File: src/rtl/usb_tx_pkg.sv
// Shared USB transmit-path definitions: bit stuffer state encoding and defaults.
// The NRZI encoder and transmit CRC stage import this package as well.
package usb_tx_pkg;

    typedef enum logic [1:0] {
        IDLE,
        SEND,
        STUFF,
        STUFF_LAST
    } stuff_state_t;

    localparam int unsigned STUFF_LIMIT_DEFAULT = 6;

endpackage

File: src/rtl/bit_stuffer.sv
// Transmit-side USB bit stuffer. Inserts a 0 after every STUFF_LIMIT consecutive
// 1s, stalls upstream for one cycle per inserted bit, and re-times the packet
// framing strobes so they line up with the stuffed stream.
module bit_stuffer
    import usb_tx_pkg::*;
#(
    parameter int unsigned STUFF_LIMIT = STUFF_LIMIT_DEFAULT
) (
    input  logic clk,
    input  logic rst,
    input  logic s_in,
    input  logic start_stuffer,
    input  logic end_stuffer,
    output logic stall,
    output logic s_out,
    output logic start_nrzi,
    output logic end_nrzi
);

    // ones_cnt is 3 bits wide; STUFF_LIMIT must lie in 1..7.
    localparam logic [2:0] LIMIT = 3'(STUFF_LIMIT);

    stuff_state_t state_q, state_d;
    logic [2:0]   ones_q, ones_d;
    logic         s_out_d, stall_d, start_d, end_d;

    logic         accept;
    logic [2:0]   ones_acc;
    logic         hit;

    // Decide whether an input bit is taken this cycle and what the run becomes.
    always_comb begin
        accept   = ((state_q == IDLE) && start_stuffer) || (state_q == SEND);
        // A new packet restarts the run count before counting its first bit.
        if (!s_in) begin
            ones_acc = 3'd0;
        end else if (state_q == IDLE) begin
            ones_acc = 3'd1;
        end else begin
            ones_acc = ones_q + 3'd1;
        end
        hit = accept && s_in && (ones_acc == LIMIT);
    end

    // Next-state logic.
    always_comb begin
        state_d = state_q;
        unique case (state_q)
            IDLE, SEND: begin
                if (accept) begin
                    if (hit) begin
                        state_d = end_stuffer ? STUFF_LAST : STUFF;
                    end else if (end_stuffer) begin
                        state_d = IDLE;
                    end else begin
                        state_d = SEND;
                    end
                end
            end
            STUFF:      state_d = SEND;
            STUFF_LAST: state_d = IDLE;
            default:    state_d = IDLE;
        endcase
    end

    // Next values of the registered outputs and the run counter.
    always_comb begin
        s_out_d = 1'b0;
        stall_d = 1'b0;
        start_d = 1'b0;
        end_d   = 1'b0;
        ones_d  = ones_q;
        unique case (state_q)
            IDLE, SEND: begin
                if (accept) begin
                    s_out_d = s_in;
                    start_d = (state_q == IDLE);
                    ones_d  = ones_acc;
                    stall_d = hit;
                    // With a stuff pending, end_nrzi moves onto the stuffed 0.
                    end_d   = end_stuffer && !hit;
                end else begin
                    ones_d  = 3'd0;
                end
            end
            STUFF: begin
                ones_d = 3'd0;
            end
            STUFF_LAST: begin
                ones_d = 3'd0;
                end_d  = 1'b1;
            end
            default: begin
                ones_d = 3'd0;
            end
        endcase
    end

    // State and output registers.
    always_ff @(posedge clk or posedge rst) begin
        if (rst) begin
            state_q    <= IDLE;
            ones_q     <= 3'd0;
            s_out      <= 1'b0;
            stall      <= 1'b0;
            start_nrzi <= 1'b0;
            end_nrzi   <= 1'b0;
        end else begin
            state_q    <= state_d;
            ones_q     <= ones_d;
            s_out      <= s_out_d;
            stall      <= stall_d;
            start_nrzi <= start_d;
            end_nrzi   <= end_d;
        end
    end

endmodule

File: config.mk
export PLATFORM = sky130hd
export DESIGN_NAME = bit_stuffer
export DESIGN_NICKNAME = d
export VERILOG_FILES = /design/src/rtl/usb_tx_pkg.sv /design/src/rtl/bit_stuffer.sv
export SDC_FILE = /design/constraint.sdc
export NUM_CORES = 1
export LEC_CHECK = 0
export ABC_AREA = 0
export CAP_MARGIN = 20
export CORE_AREA = 2 2 39 41
export CTS_BUF_LIST = sky130_fd_sc_hd__clkbuf_16
export CTS_CLUSTER_SIZE = 40
export DETAILED_ROUTE_END_ITERATION = 7
export DIE_AREA = 0 0 41 43
export GPL_ROUTABILITY_DRIVEN = 0
export PLACE_DENSITY_LB_ADDON = 0.12
export SKIP_LAST_GASP = 1
export SYNTH_ARGS = -nofsm -noshare
export SYNTH_HDL_FRONTEND = slang
export SYNTH_SLANG_ARGS = --single-unit
export TNS_END_PERCENT = 1
File: constraint.sdc
create_clock -name clk -period 1.9 [get_ports clk]
set_input_delay 0.475 -clock clk [delete_from_list [all_inputs] [get_ports clk]]
set_output_delay 0.475 -clock clk [all_outputs]
set_load 0.02 [all_outputs]
==> results.yml, run 1 <==
yosys:
  synth_cell_type_count: 16
  ys_ff_latch: 9
  synth-adder-area-share: 0.0667
  synthSimpleGateAreaFrac: 0.203
  syn-cell-area_um2: 375
  synth_top_family_by_area: "simple AND/OR/NAND/NOR gates"
  muxShareOfSynthArea: 0.0267
  synth_cells: 30
  ys_seq_area_frac: 0.600
  synth_fp_nets: 37
  synth-compound-area-share: 0.0600
  synthXorXnorAreaFrac: 0.0233
  ys.warnings.count: 0
  avgSynthCellArea_um2: 12.5
critical_path:
  slowest_stage: "clkdlybuf4s50_1"
  path_max_fanout: 2
  crit_buf_inv: 1
  cp_top_family: "buffers and inverters"
  cpPeakStageDelay_ns: 0.53
  path_cells: "clkdlybuf4s50_1, nand3b_4, or3_1, ha_1, o21ai_0, mux2i_1"
  critical_path_arrival_ns: 1.90
  cp-start-kind: "input port"
  crit_cells: 6
  rr_worst_depth: 6
  path_class: "in -> reg"
  required_ns: 2.00
  regToRegSetupSlack_ns: 0.20
  crit_path_end_kind: "register"
sta:
  slew_headroom: 0.774
  worstMarginPinSlew_ns: 0.338
  final-max-slew-violation-count: 0
  fin_ws_ns: 0.104
  hold_violations: 0
  grt_setup_unrepaired: "false"
  finalCritPeriodShare: 0.945
  fmax_ghz: 0.557
  setup_viol: 0
  skew_ns: 0.00165
  hold_slack_ns: 0.502
  setup_tns_ns: 0
  fin_crit_ns: 1.80
power_and_ir_drop:
  leakage_nw: 0.264
  p_int_mw: 0.500
  power_frac_seq: 0.335
  p_clk_frac: 0.588
  peakVddDrop_mv: 0.496
  combPwrFrac: 0.077
  p_sw_mw: 0.116
  p_per_area_mw_per_mm2: 1100
  p_sw_frac: 0.188
final_layout:
  final_cell_area_um2: 562
  fin_nets: 51
  area_delta_synth_final_pct: 49.7
  drive_above_1_share: 0.163
  n_antenna_cell: 0
  nFillCells: 133
  layoutNonFillerInstCount: 59
global_routing:
  grtUsageTotal: 0.100
  grt_max_degree: 10
  grt-ovfl-total: 0
  grt_pass1_vias: 253
  grt_pass1_wl_um: 1030
  grt_antenna_before_repair: 0
floorplan:
  start_util: 0.271
  rows: 14
  io-pin-count: 9
  die_area_mm2: 0.00176
  die_w_um: 41
  fp.dieH_um: 43
  core_area_mm2: 0.00138
cts:
  numClockSinks: 9
  path_clk_slew_ns: 0.04
  h-tree-depth: 1
  post-cts-setup-buffers: 0
  cts_resized: 0
  root_buffer: "clkbuf_16"
  cts_buffers: 3
  clock_latency_ns: 0.23
  cts_hold_repair.buffers: 0
  clockBufferDepth: 2
  cts_tree: "done"
drt:
  wl_per_cell_um: 10.9
  drt_pass1_iterations: 1
  routed_wl_um: 643
  post_drt_via_cell_ratio: 4.34
  dr.first_iter.drc_count: 0
  antenna_left: 0
  vias: 256
  drc: 0
hold_path:
  min_path_type: "in -> async"
placed_design:
  dp_cells: 55
  dpl_worst_slack_ns: -0.146
  dpl_cell_area_um2: 483
  hpwl_um: 482
  portBuffers: 8
flow_run:
  cap_viol_max_count: 0
outcome:
  status: "finished, final reports clean"
==> state kept, by name (all words and copies together) (netlist names) <==
| name | flops |
|---|---|
| ones_q | 3 |
| stall | 1 |
| start_nrzi | 1 |
| end_nrzi | 1 |
| s_out | 1 |
| state_q | 2 |
==> cell usage after synthesis, drive strengths merged <==
library cell	n	share of area
nor2	4	0.040
and2b	1	0.023
nand2	1	0.010
nor3	2	0.027
inv	2	0.020
nor2b	1	0.017
o21ai	1	0.013
or3	1	0.017
nand3b	1	0.053
xnor2	1	0.023
ha	2	0.067
mux2i	1	0.027
o22a	1	0.027
a211oi	1	0.020
nand2b	1	0.017
dfrtp	9	0.60
==> cells in the final DEF (no fill, tap or decap), types with 2 or more instances in the layout <==
cell type / instances
dfrtp_1: 9
ha_1: 2
clkdlybuf4s50_1: 8
inv_1: 3
nor3_1: 2
nor2_1: 4
clkbuf_16: 3
==> per-layer routing <==
layer | global-route usage | wire [um] | vias to the layer above
met1 | 0.106 | 302 | 116
met2 | 0.125 | 269 | 9
met3 | 0.0628 | 42 | 3
li1 | - | - | 128
met4 | 0.100 | 27 | 0
met5 | 0 | 0 | -
==> final cells by class <==
cell class / instances / area (um2) / area share
inverters: 2 / 7.51 / 0.0134
repair buffers: 9 / 87.6 / 0.156
clock inverters: 1 / 3.75 / 0.00668
multi-input cells: 19 / 143 / 0.254
well taps: 16 / 20.0 / 0.0356
clock buffers: 3 / 75.1 / 0.134
flip-flops and latches: 9 / 225 / 0.401
==> stage by stage <==
step | utilization | power (mW)
floorplan | - | 0.233
global placement | 0.349 | 0.256
detailed placement | 0.349 | 0.257
CTS | 0.406 | 0.627
global route | 0.406 | 0.648
finish | 0.406 | 0.616
==> cells by family (layout without fill, tap and decap cells) <==
logic type,after synthesis,in the layout
buf+inv,2,15
compound gates,3,3
flops,9,9
simple gates,12,12
xor+xnor,1,1
fa+ha+maj,2,2
mux,1,1
==> worst paths after layout <==
path / startpoint / endpoint
setup / recovery: s_in / state_q[0]
hold / removal: rst / stall
setup reg to reg: ones_q[0] / state_q[0]
hold reg to reg: ones_q[0] / ones_q[0]
max in group asynchronous: rst / end_nrzi
min in group clk: ones_q[0] / ones_q[0]
==> power groups by stage <==
stage	Combinational (mW)	Clock, mW	Sequential, mW
after CTS	0.0484	0.371	0.207
after detailed placement	0.0481	0	0.209
after floorplan	0.0187	0	0.214
after global routing	0.0528	0.388	0.208
after global placement	0.0471	0	0.209
final	0.0474	0.362	0.207
No activity file was read; power rests on OpenSTA's default activity.
==> run 2, diff against run 1 <==
--- a/config.mk
+++ b/config.mk
@@ -6,13 +6,13 @@
 export NUM_CORES = 1
 export LEC_CHECK = 0
 export ABC_AREA = 0
+export ABC_CLOCK_PERIOD_IN_PS = 1900
 export CAP_MARGIN = 20
 export CORE_AREA = 2 2 39 41
 export CTS_BUF_LIST = sky130_fd_sc_hd__clkbuf_16
 export CTS_CLUSTER_SIZE = 40
 export DETAILED_ROUTE_END_ITERATION = 7
 export DIE_AREA = 0 0 41 43
-export GPL_ROUTABILITY_DRIVEN = 0
 export PLACE_DENSITY_LB_ADDON = 0.12
 export SKIP_LAST_GASP = 1
 export SYNTH_ARGS = -nofsm -noshare
==> results of run 2 <==
The final DEF is identical to that of run 1; final timing and power are the same.
